<file path="config.mk">
export PLATFORM = sky130hd
export DESIGN_NAME = conv_frame_sequencer_flat
export DESIGN_NICKNAME = d
export VERILOG_FILES = /design/src/rtl/conv_frame_sequencer_if.sv /design/src/rtl/conv_frame_sequencer.sv /design/src/flat_wrapper.sv
export SDC_FILE = /design/constraint.sdc
export NUM_CORES = 1
export LEC_CHECK = 0
export ABC_AREA = 0
export CORE_UTILIZATION = 50
export CTS_CLUSTER_DIAMETER = 50
export DETAILED_ROUTE_END_ITERATION = 8
export MAX_ROUTING_LAYER = met4
export PLACE_DENSITY = 0.78
export SLEW_MARGIN = 10
export SYNTH_ARGS = -nofsm -noshare
export SYNTH_HDL_FRONTEND = slang
export SYNTH_SLANG_ARGS = --single-unit
</file>
<file path="constraint.sdc">
create_clock -name i_clk -period 3.1 [get_ports i_clk]
set_clock_uncertainty 0.15 [all_clocks]
set_input_delay 0.465 -clock i_clk [delete_from_list [all_inputs] [get_ports i_clk]]
set_output_delay 0.465 -clock i_clk [all_outputs]
set_load 0.05 [all_outputs]
</file>
<file path="src/rtl/conv_frame_sequencer_if.sv">
// Handshake and status bundle between the input stream, the line buffers and the
// sliding-window output stage of the convolution frame sequencer.
interface conv_frame_sequencer_if #(
    parameter int DIM_WIDTH  = 14,
    parameter int LINE_SEL_W = 2
);
    logic [DIM_WIDTH-1:0]  cfg_width;
    logic [DIM_WIDTH-1:0]  cfg_height;
    logic                  s_valid;
    logic                  s_ready;
    logic                  s_user;
    logic                  s_last;
    logic                  m_ready;
    logic                  buf_we;
    logic [DIM_WIDTH-1:0]  buf_wr_addr;
    logic [LINE_SEL_W-1:0] buf_line_sel;
    logic                  buf_eol;
    logic                  out_valid;
    logic                  out_user;
    logic                  out_last;
    logic                  busy;
    logic                  frame_done;
    logic                  err_len;
    logic                  err_sof;
    logic                  err_cfg;

    modport master (
        output cfg_width, cfg_height, s_valid, s_user, s_last, m_ready,
        input  s_ready, buf_we, buf_wr_addr, buf_line_sel, buf_eol,
        input  out_valid, out_user, out_last, busy, frame_done,
        input  err_len, err_sof, err_cfg
    );

    modport slave (
        input  cfg_width, cfg_height, s_valid, s_user, s_last, m_ready,
        output s_ready, buf_we, buf_wr_addr, buf_line_sel, buf_eol,
        output out_valid, out_user, out_last, busy, frame_done,
        output err_len, err_sof, err_cfg
    );
endinterface

</file>
<file path="src/rtl/conv_frame_sequencer.sv">
// Row/column sequencer for the convolution line buffers: drives buffer writes and
// tags pixels that complete a full kernel window, delayed to match the window output.
module conv_frame_sequencer #(
    parameter int DIM_WIDTH     = 14,
    parameter int KERNEL_WIDTH  = 3,
    parameter int KERNEL_HEIGHT = 3,
    parameter int NUM_LINES     = 3,
    parameter int PIPE_LATENCY  = 4
) (
    input  logic                   i_clk,
    input  logic                   i_reset,
    conv_frame_sequencer_if.slave  io_bus
);
    localparam int LSW = (NUM_LINES > 1) ? $clog2(NUM_LINES) : 1;
    localparam int CW  = (PIPE_LATENCY > 1) ? $clog2(PIPE_LATENCY) : 1;

    localparam logic [DIM_WIDTH-1:0] KW    = DIM_WIDTH'(KERNEL_WIDTH);
    localparam logic [DIM_WIDTH-1:0] KH    = DIM_WIDTH'(KERNEL_HEIGHT);
    localparam logic [DIM_WIDTH-1:0] KW_M1 = DIM_WIDTH'(KERNEL_WIDTH - 1);
    localparam logic [DIM_WIDTH-1:0] KH_M1 = DIM_WIDTH'(KERNEL_HEIGHT - 1);
    localparam logic [LSW-1:0]       LINE_LAST = LSW'(NUM_LINES - 1);
    localparam logic [CW-1:0]        CNT_LAST  = CW'(PIPE_LATENCY - 1);

    typedef enum logic [1:0] {
        ST_IDLE   = 2'd0,
        ST_ACTIVE = 2'd1,
        ST_DRAIN  = 2'd2
    } state_t;

    state_t                 r_state;
    logic [DIM_WIDTH-1:0]   r_col;
    logic [DIM_WIDTH-1:0]   r_row;
    logic [DIM_WIDTH-1:0]   r_w_m1;
    logic [DIM_WIDTH-1:0]   r_h_m1;
    logic [LSW-1:0]         r_line;
    logic [CW-1:0]          r_drain_cnt;
    logic [2:0]             r_dly [PIPE_LATENCY];
    logic                   r_busy;
    logic                   r_frame_done;
    logic                   r_err_len;
    logic                   r_err_sof;
    logic                   r_err_cfg;

    logic                   w_s_ready;
    logic                   w_acc;
    logic                   w_cfg_ok;
    logic                   w_start;
    logic                   w_start_ok;
    logic                   w_px;
    logic                   w_col_end;
    logic                   w_eol;
    logic                   w_last_row;
    logic                   w_win;
    logic                   w_first;
    logic                   w_wlast;
    logic                   w_len_err;
    logic                   w_sof_err;
    logic                   w_cfg_err;
    logic [LSW-1:0]         w_line_next;
    logic [CW-1:0]          w_cnt_inc;

    // Accept decode, line-end detection and window tagging for the current beat
    always_comb begin
        w_s_ready  = io_bus.m_ready && ((r_state == ST_IDLE) || (r_state == ST_ACTIVE));
        w_acc      = io_bus.s_valid && w_s_ready;
        w_cfg_ok   = (io_bus.cfg_width >= KW) && (io_bus.cfg_height >= KH);
        w_start    = w_acc && io_bus.s_user;
        w_start_ok = w_start && w_cfg_ok;
        // An SOF beat always restarts the frame, so it never counts as a mid-line pixel
        w_px       = w_acc && (r_state == ST_ACTIVE) && !io_bus.s_user;
        w_col_end  = (r_col == r_w_m1);
        w_eol      = w_px && (w_col_end || io_bus.s_last);
        w_last_row = (r_row == r_h_m1);
        w_win      = w_px && (r_row >= KH_M1) && (r_col >= KW_M1);
        w_first    = w_px && (r_row == KH_M1) && (r_col == KW_M1);
        w_wlast    = w_win && w_eol;
        w_len_err  = w_px && (w_col_end != io_bus.s_last);
        w_sof_err  = w_acc && (((r_state == ST_IDLE) && !io_bus.s_user) ||
                               ((r_state == ST_ACTIVE) && io_bus.s_user));
        w_cfg_err  = w_start && !w_cfg_ok;
        w_cnt_inc  = r_drain_cnt + CW'(1);
        if (r_line == LINE_LAST) begin
            w_line_next = '0;
        end else begin
            w_line_next = r_line + LSW'(1);
        end
    end

    // Frame FSM, position counters, window delay line and sticky error flags
    always_ff @(posedge i_clk) begin
        if (i_reset) begin
            r_state      <= ST_IDLE;
            r_col        <= '0;
            r_row        <= '0;
            r_w_m1       <= '0;
            r_h_m1       <= '0;
            r_line       <= '0;
            r_drain_cnt  <= '0;
            r_busy       <= 1'b0;
            r_frame_done <= 1'b0;
            r_err_len    <= 1'b0;
            r_err_sof    <= 1'b0;
            r_err_cfg    <= 1'b0;
            for (int i = 0; i < PIPE_LATENCY; i++) begin
                r_dly[i] <= 3'b000;
            end
        end else begin
            r_frame_done <= 1'b0;
            r_err_len    <= r_err_len | w_len_err;
            r_err_sof    <= r_err_sof | w_sof_err;
            r_err_cfg    <= r_err_cfg | w_cfg_err;
            r_dly[0]     <= {w_win, w_first, w_wlast};
            for (int i = 1; i < PIPE_LATENCY; i++) begin
                r_dly[i] <= r_dly[i-1];
            end

            if (w_start_ok) begin
                r_state <= ST_ACTIVE;
                r_busy  <= 1'b1;
                r_w_m1  <= io_bus.cfg_width - DIM_WIDTH'(1);
                r_h_m1  <= io_bus.cfg_height - DIM_WIDTH'(1);
                r_col   <= DIM_WIDTH'(1);
                r_row   <= '0;
                r_line  <= '0;
            end else if (w_start) begin
                // Bad geometry on an SOF abandons any frame in progress
                r_state <= ST_IDLE;
                r_busy  <= 1'b0;
            end else begin
                case (r_state)
                    ST_IDLE: begin
                        r_busy <= 1'b0;
                    end
                    ST_ACTIVE: begin
                        if (w_px) begin
                            if (w_eol && w_last_row) begin
                                r_state      <= ST_DRAIN;
                                r_drain_cnt  <= '0;
                                r_frame_done <= (PIPE_LATENCY == 1);
                            end else if (w_eol) begin
                                r_col  <= '0;
                                r_row  <= r_row + DIM_WIDTH'(1);
                                r_line <= w_line_next;
                            end else begin
                                r_col <= r_col + DIM_WIDTH'(1);
                            end
                        end
                    end
                    ST_DRAIN: begin
                        if (r_drain_cnt == CNT_LAST) begin
                            r_state <= ST_IDLE;
                            r_busy  <= 1'b0;
                        end else begin
                            r_drain_cnt  <= w_cnt_inc;
                            r_frame_done <= (w_cnt_inc == CNT_LAST);
                        end
                    end
                    default: begin
                        r_state <= ST_IDLE;
                        r_busy  <= 1'b0;
                    end
                endcase
            end
        end
    end

    assign io_bus.s_ready      = w_s_ready;
    assign io_bus.buf_we       = w_start_ok || w_px;
    assign io_bus.buf_wr_addr  = w_start_ok ? '0 : r_col;
    assign io_bus.buf_line_sel = w_start_ok ? '0 : r_line;
    assign io_bus.buf_eol      = w_eol;
    assign io_bus.out_valid    = r_dly[PIPE_LATENCY-1][2];
    assign io_bus.out_user     = r_dly[PIPE_LATENCY-1][1];
    assign io_bus.out_last     = r_dly[PIPE_LATENCY-1][0];
    assign io_bus.busy         = r_busy;
    assign io_bus.frame_done   = r_frame_done;
    assign io_bus.err_len      = r_err_len;
    assign io_bus.err_sof      = r_err_sof;
    assign io_bus.err_cfg      = r_err_cfg;
endmodule

</file>
<file path="src/flat_wrapper.sv">
// flat-port wrapper written by rule: the top's interface ports become plain ports
module conv_frame_sequencer_flat 
#(
    parameter int DIM_WIDTH     = 14,
    parameter int KERNEL_WIDTH  = 3,
    parameter int KERNEL_HEIGHT = 3,
    parameter int NUM_LINES     = 3,
    parameter int PIPE_LATENCY  = 4
)
  (i_clk, i_reset, io_bus_cfg_width, io_bus_cfg_height, io_bus_s_valid, io_bus_s_user, io_bus_s_last, io_bus_m_ready, io_bus_s_ready, io_bus_buf_we, io_bus_buf_wr_addr, io_bus_buf_line_sel, io_bus_buf_eol, io_bus_out_valid, io_bus_out_user, io_bus_out_last, io_bus_busy, io_bus_frame_done, io_bus_err_len, io_bus_err_sof, io_bus_err_cfg);
  conv_frame_sequencer_if #(.DIM_WIDTH(DIM_WIDTH), .LINE_SEL_W((2))) io_bus_i ();
  input  logic i_clk;
  input  logic i_reset;
  input wire logic [$bits(io_bus_i.cfg_width)-1:0] io_bus_cfg_width;
  input wire logic [$bits(io_bus_i.cfg_height)-1:0] io_bus_cfg_height;
  input wire logic [$bits(io_bus_i.s_valid)-1:0] io_bus_s_valid;
  input wire logic [$bits(io_bus_i.s_user)-1:0] io_bus_s_user;
  input wire logic [$bits(io_bus_i.s_last)-1:0] io_bus_s_last;
  input wire logic [$bits(io_bus_i.m_ready)-1:0] io_bus_m_ready;
  output wire logic [$bits(io_bus_i.s_ready)-1:0] io_bus_s_ready;
  output wire logic [$bits(io_bus_i.buf_we)-1:0] io_bus_buf_we;
  output wire logic [$bits(io_bus_i.buf_wr_addr)-1:0] io_bus_buf_wr_addr;
  output wire logic [$bits(io_bus_i.buf_line_sel)-1:0] io_bus_buf_line_sel;
  output wire logic [$bits(io_bus_i.buf_eol)-1:0] io_bus_buf_eol;
  output wire logic [$bits(io_bus_i.out_valid)-1:0] io_bus_out_valid;
  output wire logic [$bits(io_bus_i.out_user)-1:0] io_bus_out_user;
  output wire logic [$bits(io_bus_i.out_last)-1:0] io_bus_out_last;
  output wire logic [$bits(io_bus_i.busy)-1:0] io_bus_busy;
  output wire logic [$bits(io_bus_i.frame_done)-1:0] io_bus_frame_done;
  output wire logic [$bits(io_bus_i.err_len)-1:0] io_bus_err_len;
  output wire logic [$bits(io_bus_i.err_sof)-1:0] io_bus_err_sof;
  output wire logic [$bits(io_bus_i.err_cfg)-1:0] io_bus_err_cfg;
  assign io_bus_i.cfg_width = io_bus_cfg_width;
  assign io_bus_i.cfg_height = io_bus_cfg_height;
  assign io_bus_i.s_valid = io_bus_s_valid;
  assign io_bus_i.s_user = io_bus_s_user;
  assign io_bus_i.s_last = io_bus_s_last;
  assign io_bus_i.m_ready = io_bus_m_ready;
  assign io_bus_s_ready = io_bus_i.s_ready;
  assign io_bus_buf_we = io_bus_i.buf_we;
  assign io_bus_buf_wr_addr = io_bus_i.buf_wr_addr;
  assign io_bus_buf_line_sel = io_bus_i.buf_line_sel;
  assign io_bus_buf_eol = io_bus_i.buf_eol;
  assign io_bus_out_valid = io_bus_i.out_valid;
  assign io_bus_out_user = io_bus_i.out_user;
  assign io_bus_out_last = io_bus_i.out_last;
  assign io_bus_busy = io_bus_i.busy;
  assign io_bus_frame_done = io_bus_i.frame_done;
  assign io_bus_err_len = io_bus_i.err_len;
  assign io_bus_err_sof = io_bus_i.err_sof;
  assign io_bus_err_cfg = io_bus_i.err_cfg;
  conv_frame_sequencer #(.DIM_WIDTH(DIM_WIDTH), .KERNEL_WIDTH(KERNEL_WIDTH), .KERNEL_HEIGHT(KERNEL_HEIGHT), .NUM_LINES(NUM_LINES), .PIPE_LATENCY(PIPE_LATENCY)) u_core (.i_clk(i_clk), .i_reset(i_reset), .io_bus(io_bus_i));
endmodule
</file>
==> summary.txt, run 1 <==
Timing
  • Max Clk Rate: ~330 MHz
  • Slew headroom: roughly two fifths
  • Least-Margin Pin Slew: approximately 0.90 ns
  • Final Slew Violations: 0
  • Hold Vio Cnt, Final: 0
  • RSZ-0062 raised after global routing: false
  • Final worst path period need: 3.04 ns
  • Setup-failing EPs final: 0
  • Post-route clock period utilization: 98.0%

Critical path
  • Reg2reg path depth: 7
  • Worst Setup End Kind: output pin
  • CP required: ~2.5 ns
  • CP Class: reg -> out
  • R2r endpoint: u_core.r_col[11]
  • R2r setup slk: approximately 0.25 ns
  • CP startpoint kind: flip-flop
  • CP Max Fanout: 6
  • Crit path DAT: between 2 and 2.5 ns
  • R2R Path Start: u_core.r_col[7]

Synth
  • Top-count cell post-synth: dfxtp_1
  • Cell taking the most area after synthesis: dfxtp_1
  • Synthesized net count: between 500 and 600
  • Netlist cell types: between 40 and 50
  • Post-synth EDFFs: 0
  • Seq/Total Area, Yosys: 37.0%
  • Syn Inst Count: 502
  • Ys async rst share: 0%
  • Cell Area, Synth: around 4300 µm²
  • Top-area cell type share of the netlist area: 37.0%
  • Ys flop type: dfxtp_1
  • Synth Register Bits: 79
  • Synth Warn #: 0
  • Synth top area cells: dfxtp_1, xnor2_1, nor2_1
  • Syn_area_per_cell: 8.52 µm²
  • Commonest cells in the netlist: dfxtp_1, nor2_1, a21oi_1, xnor2_1, nand2_1

Clock network
  • Clk root buf: clkbuf_8
  • Max Buffers Root-to-Sink: 2
  • CTS tree: done
  • TritonCTS Buffers: 9
  • Hold Buf Count CTS: 0
  • H-tree depth: 3
  • Clock Sinks: between 70 and 80
  • Clock transition at the registers of the reported paths: around 0.08 ns
  • Clk_lat worst skew: approximately 0.36 ns

Job
  • Maximum capacitance violations: 0

Status
  • Status: finished, final reports clean

Place
  • Placed Cells: between 600 and 700
  • Gpl congestion: between 0.8 and 0.9
  • Port buffer count: 60
  • DP HPWL: 7690 µm

Floorplanning
  • Die area: 8930 µm²
  • Chip Height: ~94 µm
  • # rows: 33
  • Initial Util: ~52%
  • CORE AREA: around 8300 µm²
  • IO Pins: between 60 and 70
  • Die span in x: 94.5 µm

Drt
  • Vias per inst: about 5.9
  • First DRT Iteration DRCs: 240
  • Number of remaining DRC errors: 0
  • WL per Instance: between 15 and 20 µm
  • Routed Antenna Nets: 0
  • Via count: just over 4000
  • Final WL: around 11000 µm
  • Pre-Repair DR Iteration Count: 5

Min path
  • Hold path start: u_core.r_dly[2][1]
  • Hold EP: u_core.r_dly[3][1]
  • HP Class: reg -> reg
  • Hold depth: 1

Final layout
  • # fillers: ~640
  • Area Growth Syn to Fin: 30.6%
  • Utilization after layout: 67.7%
  • Final nets: 621
  • Sequential cell area: 1590 µm²
  • Fin cells: slightly below 700
  • Share of cells above drive strength 1: approximately 18%
  • Ant. Diodes: 0
  • Multi-input gate area: 2560 µm²

Power and ir drop
  • Power Internal: around 1.6 mW
  • Leak Pwr: 2.07 nW
  • Power share of the clock group: 35.6%
  • Power Dens Cells: approximately 380 nW/µm²
  • Power Total: 2.15 mW
  • Switch share: roughly 27%
  • Comb power frac: 15.1%
  • Total net switching power: between 0.5 and 0.6 mW
  • Reg power frac: 49.4%
  • Worst vdd ir: roughly 200 µV

GRT
  • Gr usage total: between 20% and 30%
  • Gr ovfl total: 0
  • Pin count of the biggest net entering global routing: 59
  • Initial antenna violation count: 0
  • Vias in the first global route: around 3800
  • Global-route wire length before repair: 17800 µm
[placed cells by master (no fill, tap or decap), types with 8 or more instances in the layout]
cell / instances
clkdlybuf4s50_1: 35
nand4_1: 11
o21ai_0: 19
and2_1: 11
or4_1: 17
or3_1: 12
buf_4: 32
xnor2_1: 32
a21oi_1: 35
clkbuf_8: 10
o31ai_1: 16
nor2b_1: 14
nor2_1: 47
ha_1: 10
buf_12: 18
nand2_1: 25
a211oi_2: 8
xor2_1: 17
nand3_1: 10
and3_1: 10
inv_1: 13
dfxtp_1: 72
nor4_1: 12
a211oi_1: 16
[worst max-delay path: stages (launching register included)]
cell	delay, ns
dfxtp_2	0.36
xor2_1	0.17
nor4_1	0.34
nand3_1	0.18
ha_2	0.23
or3_4	0.42
inv_2	0.07
buf_4	0.15
buf_12	0.14
[per-stage QoR]
| stage | setup slack (ns) | area, µm² | setup TNS (ns) | hold WS, ns |
|---|---|---|---|---|
| after floorplan | 0.00437 | 4280 | 0 | 0.264 |
| after global placement | -0.0633 | 5270 | -0.924 | 0.265 |
| after detailed placement | -0.133 | 5270 | -1.84 | 0.278 |
| after CTS | -0.0286 | 5480 | -0.336 | 0.292 |
| after global routing | 0.0138 | 5590 | 0 | 0.315 |
| final | 0.0629 | 5590 | 0 | 0.292 |
[metal layers]
metal | vias to the layer above | track usage, % | wire [µm]
met2 | 161 | 43.5 | 5380
met3 | 32 | 4.27 | 626
met1 | 1877 | 30.8 | 4600
met4 | 0 | 12.4 | 312
li1 | 1961 | - | -
met5 | - | - | 0
[sequential cells by signal (all words and copies together) (netlist names)]
name / cells
u_core.r_row: 14
u_core.r_col: 14
u_core.r_h_m1: 14
u_core.r_dly: 12
u_core.io_bus.err_sof: 1
u_core.io_bus.frame_done: 1
u_core.r_state: 2
u_core.io_bus.busy: 1
u_core.r_drain_cnt: 2
u_core.io_bus.err_cfg: 1
u_core.io_bus.err_len: 1
u_core.r_line: 2
u_core.r_w_m1: 14
[logic make-up (layout without fill, tap and decap cells)]
| logic type | after synthesis | in the layout | synth area share, % |
|---|---|---|---|
| flops | 79 | 79 | 37.0 |
| compound gates | 110 | 110 | 18.0 |
| buf+inv | 44 | 123 | 4.48 |
| fa+ha+maj | 11 | 11 | 3.22 |
| xor+xnor | 49 | 49 | 10.0 |
| simple gates | 209 | 209 | 27.3 |
[power groups by stage]
stage / clock network, mW / logic (mW) / registers (mW)
after detailed placement: 0 / 0.311 / 1.08
final: 0.763 / 0.323 / 1.06
after CTS: 0.768 / 0.314 / 1.06
after floorplan: 0 / 0.184 / 1.08
after global placement: 0 / 0.300 / 1.08
after global routing: 0.809 / 0.352 / 1.06
[worst max path at each step]
stage,to,slack [ns],start,cells past startpoint
2_1_floorplan,io_bus_buf_we,0.004,io_bus_m_ready,6
3_3_place_gp,io_bus_buf_line_sel[1],-0.06,io_bus_cfg_width[8],7
3_5_place_dp,io_bus_buf_wr_addr[5],-0.13,io_bus_cfg_width[8],7
4_1_cts,io_bus_buf_line_sel[0],-0.03,io_bus_cfg_width[8],7
5_1_grt,io_bus_buf_wr_addr[12],0.01,io_bus_cfg_width[0],8
6_report,io_bus_buf_eol,0.06,u_core.r_col[7],8
[layout make-up]
type,count,area share [%]
multi-input cells,379,45.9
flip-flops and latches,79,28.5
repair buffers,93,18.9
clock buffers,12,2.60
well taps,105,2.35
inverters,14,0.941
clock inverters,4,0.806
[timing repair]
action,4_1_cts,5_1_grt
resized for setup,3,24
pin swaps,0,7
endpoints found under the setup margin,18,17
hold endpoints to repair,0,0
setup buffers,1,3
cloned,0,1
Note: power is estimated with default switching activity, not from simulation.
==> run 2: changes to the inputs <==
--- a/config.mk
+++ b/config.mk
@@ -7,6 +7,7 @@
 export LEC_CHECK = 0
 export ABC_AREA = 0
 export CORE_UTILIZATION = 50
+export CTS_BUF_LIST = sky130_fd_sc_hd__clkbuf_4 sky130_fd_sc_hd__clkbuf_8 sky130_fd_sc_hd__clkbuf_16
 export CTS_CLUSTER_DIAMETER = 50
 export DETAILED_ROUTE_END_ITERATION = 8
 export MAX_ROUTING_LAYER = met4
==> run 2 against run 1 <==
Against the previous run: global-route usage is the same; count of clock-buffer cells in the layout did not move; via count about the same; utilization rose by 0.091 points; maximum frequency up 0.55%; sequential power is essentially flat; final area increased by 0.13%; die area stayed put; clock power is 2% higher; setup slack gained 0.017 ns; sequential cell count is the same.
==> summary.txt, run 2 (same netlist as run 1, synthesis figures left out) <==
Final layout
  • Utilization after layout: 67.7% (+0.091 points)
  • Final nets: 621 (unchanged)
  • Multi-input gate area: 2560 µm² (unchanged)
  • Most frequent cells in the layout: dfxtp_1, nor2_1, a21oi_1, clkdlybuf4s50_1
  • # fillers: 636 (-0.16%)
  • Ant. Diodes: 0 (unchanged)
  • Sequential cell area: 1590 µm² (unchanged)
  • Share of cells above drive strength 1: 18.6% (+0.34 points)
  • Commonest non-fill, non-tap cell in the layout: dfxtp_1
  • Area Growth Syn to Fin: 30.8%

Status
  • Status: finished, final reports clean

Min path
  • HP Class: reg -> reg
  • Hold depth: 1 (unchanged)

GRT
  • Vias in the first global route: 3809 (-0.57%)
  • Global-route wire length before repair: 17800 µm (unchanged)
  • Initial antenna violation count: 0 (unchanged)
  • Pin count of the biggest net entering global routing: 59 (unchanged)
  • Gr usage total: 26.2% (unchanged)
  • Gr ovfl total: 0 (unchanged)

Timing
  • Least-Margin Pin Slew: 0.910 ns (+0.0136 ns)
  • Setup-failing EPs final: 0 (unchanged)
  • Final worst path period need: 3.02 ns (-0.0167 ns)
  • Final Slew Violations: 0 (unchanged)
  • Total negative slack: 0 ns (unchanged)
  • RSZ-0062 raised after global routing: false
  • Hold Vio Cnt, Final: 0 (unchanged)
  • Final worst slack: 0.0797 ns (+0.0167 ns)
  • Slew headroom: 39.0% (-0.91 points)
  • Max Clk Rate: 331 MHz (+0.55%)
  • Post-route clock period utilization: 97.4% (-0.54 points)

Floorplanning
  • CORE AREA: 8260 µm² (unchanged)
  • # rows: 33 (unchanged)
  • Initial Util: 51.8% (unchanged)
  • Die area: 8930 µm² (unchanged)
  • IO Pins: 61 (unchanged)
  • Chip Height: 94.5 µm (unchanged)
  • Die span in x: 94.5 µm (unchanged)

Power and ir drop
  • Worst vdd ir: 198 µV (+0.50%)
  • Power Dens Cells: 387 nW/µm² (+0.71%)
  • Leak Pwr: 2.08 nW (+0.33%)

Critical path
  • CP required: 2.48 ns (about the same)
  • Crit path cell chain: xor2_1 -> nor4_1 -> nand3_1 -> ha_2 -> or3_4 -> inv_2 -> buf_4 -> buf_12
  • Worst Setup End Kind: output pin
  • CP Class: reg -> out
  • CP Buf/Inv Count: 3 (unchanged)
  • Top delay family on crit path: simple AND/OR/NAND/NOR gates
  • CP max stage cell: or3_4
  • Crit path DAT: 2.41 ns (about the same)
  • Reg2reg path depth: 7 (unchanged)
  • CP startpoint kind: flip-flop
  • Largest stage delay, worst path: 0.41 ns (about the same)
  • CP Max Fanout: 6 (unchanged)
  • Critical path depth: 8 (unchanged)

Drt
  • Via count: 4028 (-0.074%)
  • First DRT Iteration DRCs: 228 (-5.0%)
  • Final WL: 11000 µm (+0.32%)
  • WL per Instance: 16.0 µm (+0.32%)
  • Number of remaining DRC errors: 0 (unchanged)
  • Pre-Repair DR Iteration Count: 7 (+2)
  • Vias per inst: 5.87 (about the same)
  • Routed Antenna Nets: 0 (unchanged)

Clock network
  • Clk root buf: clkbuf_8
  • Clock transition at the registers of the reported paths: 0.08 ns (about the same)
  • TritonCTS Buffers: 9 (unchanged)
  • Clk_lat worst skew: 0.36 ns (about the same)
  • Max Buffers Root-to-Sink: 2 (unchanged)
  • H-tree depth: 3 (unchanged)
  • Clock Sinks: 79 (unchanged)
  • CTS tree: done

Place
  • Gpl congestion: 0.849 (unchanged)
  • Place WS: -0.133 ns (unchanged)
  • Port buffer count: 60 (unchanged)
  • DP HPWL: 7690 µm (unchanged)

Job
  • Maximum capacitance violations: 0 (unchanged)
==> run 2: cell types whose count changed in the layout (fill, tap and decap cells not counted) <==
cell | previous run | this run
clkbuf_4 | 0 | 2
clkbuf_1 | 2 | 0
==> run 2: power by group <==
group | total [mW] | switching [mW] | internal [mW] | leakage, nW
combinational | 0.323 | 0.182 | 0.141 | 1.33
clock | 0.782 | 0.373 | 0.408 | 0.107
sequential | 1.06 | 0.0208 | 1.04 | 0.644
total | 2.16 | 0.576 | 1.59 | 2.08
==> run 2: per-layer routing <==
metal	vias up	share of wire, %	global-route usage [%]
met5	-	0	-
li1	1957	-	-
met2	154	49	43.7
met3	30	5.3	4.03
met1	1887	43	31.1
met4	0	2.4	11.5
==> run 2: area by class of cell <==
class	count	share of cell area, %
repair buffers	93	18.9
well taps	105	2.35
multi-input cells	379	45.8
flip-flops and latches	79	28.5
inverters	14	0.939
clock inverters	4	0.805
clock buffers	12	2.73
==> run 2: repair_timing <==
action                     in CTS  in global routing
pin swaps                       0                  7
cloned                          0                  1
hold buffers                    0                  0
resized for setup               3                 24
buffers inserted                1                  3
setup endpoints to repair      18                 17
==> run 2: path summary, 6_finish.rpt <==
kind	slack (ns)	endpoint	from
max	0.08	io_bus_buf_eol	u_core.r_col[10]
min	0.29	u_core.r_dly[1][0]	u_core.r_dly[0][0]
max reg2reg	0.26	u_core.r_col[8]	u_core.r_col[10]
min reg2reg	0.29	u_core.r_dly[1][0]	u_core.r_dly[0][0]
==> run 2: per-stage QoR <==
| stage | cell area (µm²) | std cells | hold slack [ns] | total power, mW |
|---|---|---|---|---|
| 6_report | 5590 | 686 | 0.290 | 2.16 |
| 5_1_grt | 5590 | 686 | 0.315 | 2.24 |
| 4_1_cts | 5480 | 682 | 0.292 | 2.16 |
| 3_5_place_dp | 5270 | 665 | 0.278 | 1.39 |
| 3_3_place_gp | 5270 | 665 | 0.265 | 1.38 |
| 2_1_floorplan | 4280 | 502 | 0.264 | 1.27 |
==> run 2: worst reg2reg max path: stages (launching register included) <==
cell      delay, ns
dfxtp_2        0.36
xor2_1         0.16
nor4_1         0.33
nand3_1        0.18
ha_2           0.23
or3_4          0.41
o211ai_1       0.76
a21oi_1        0.11
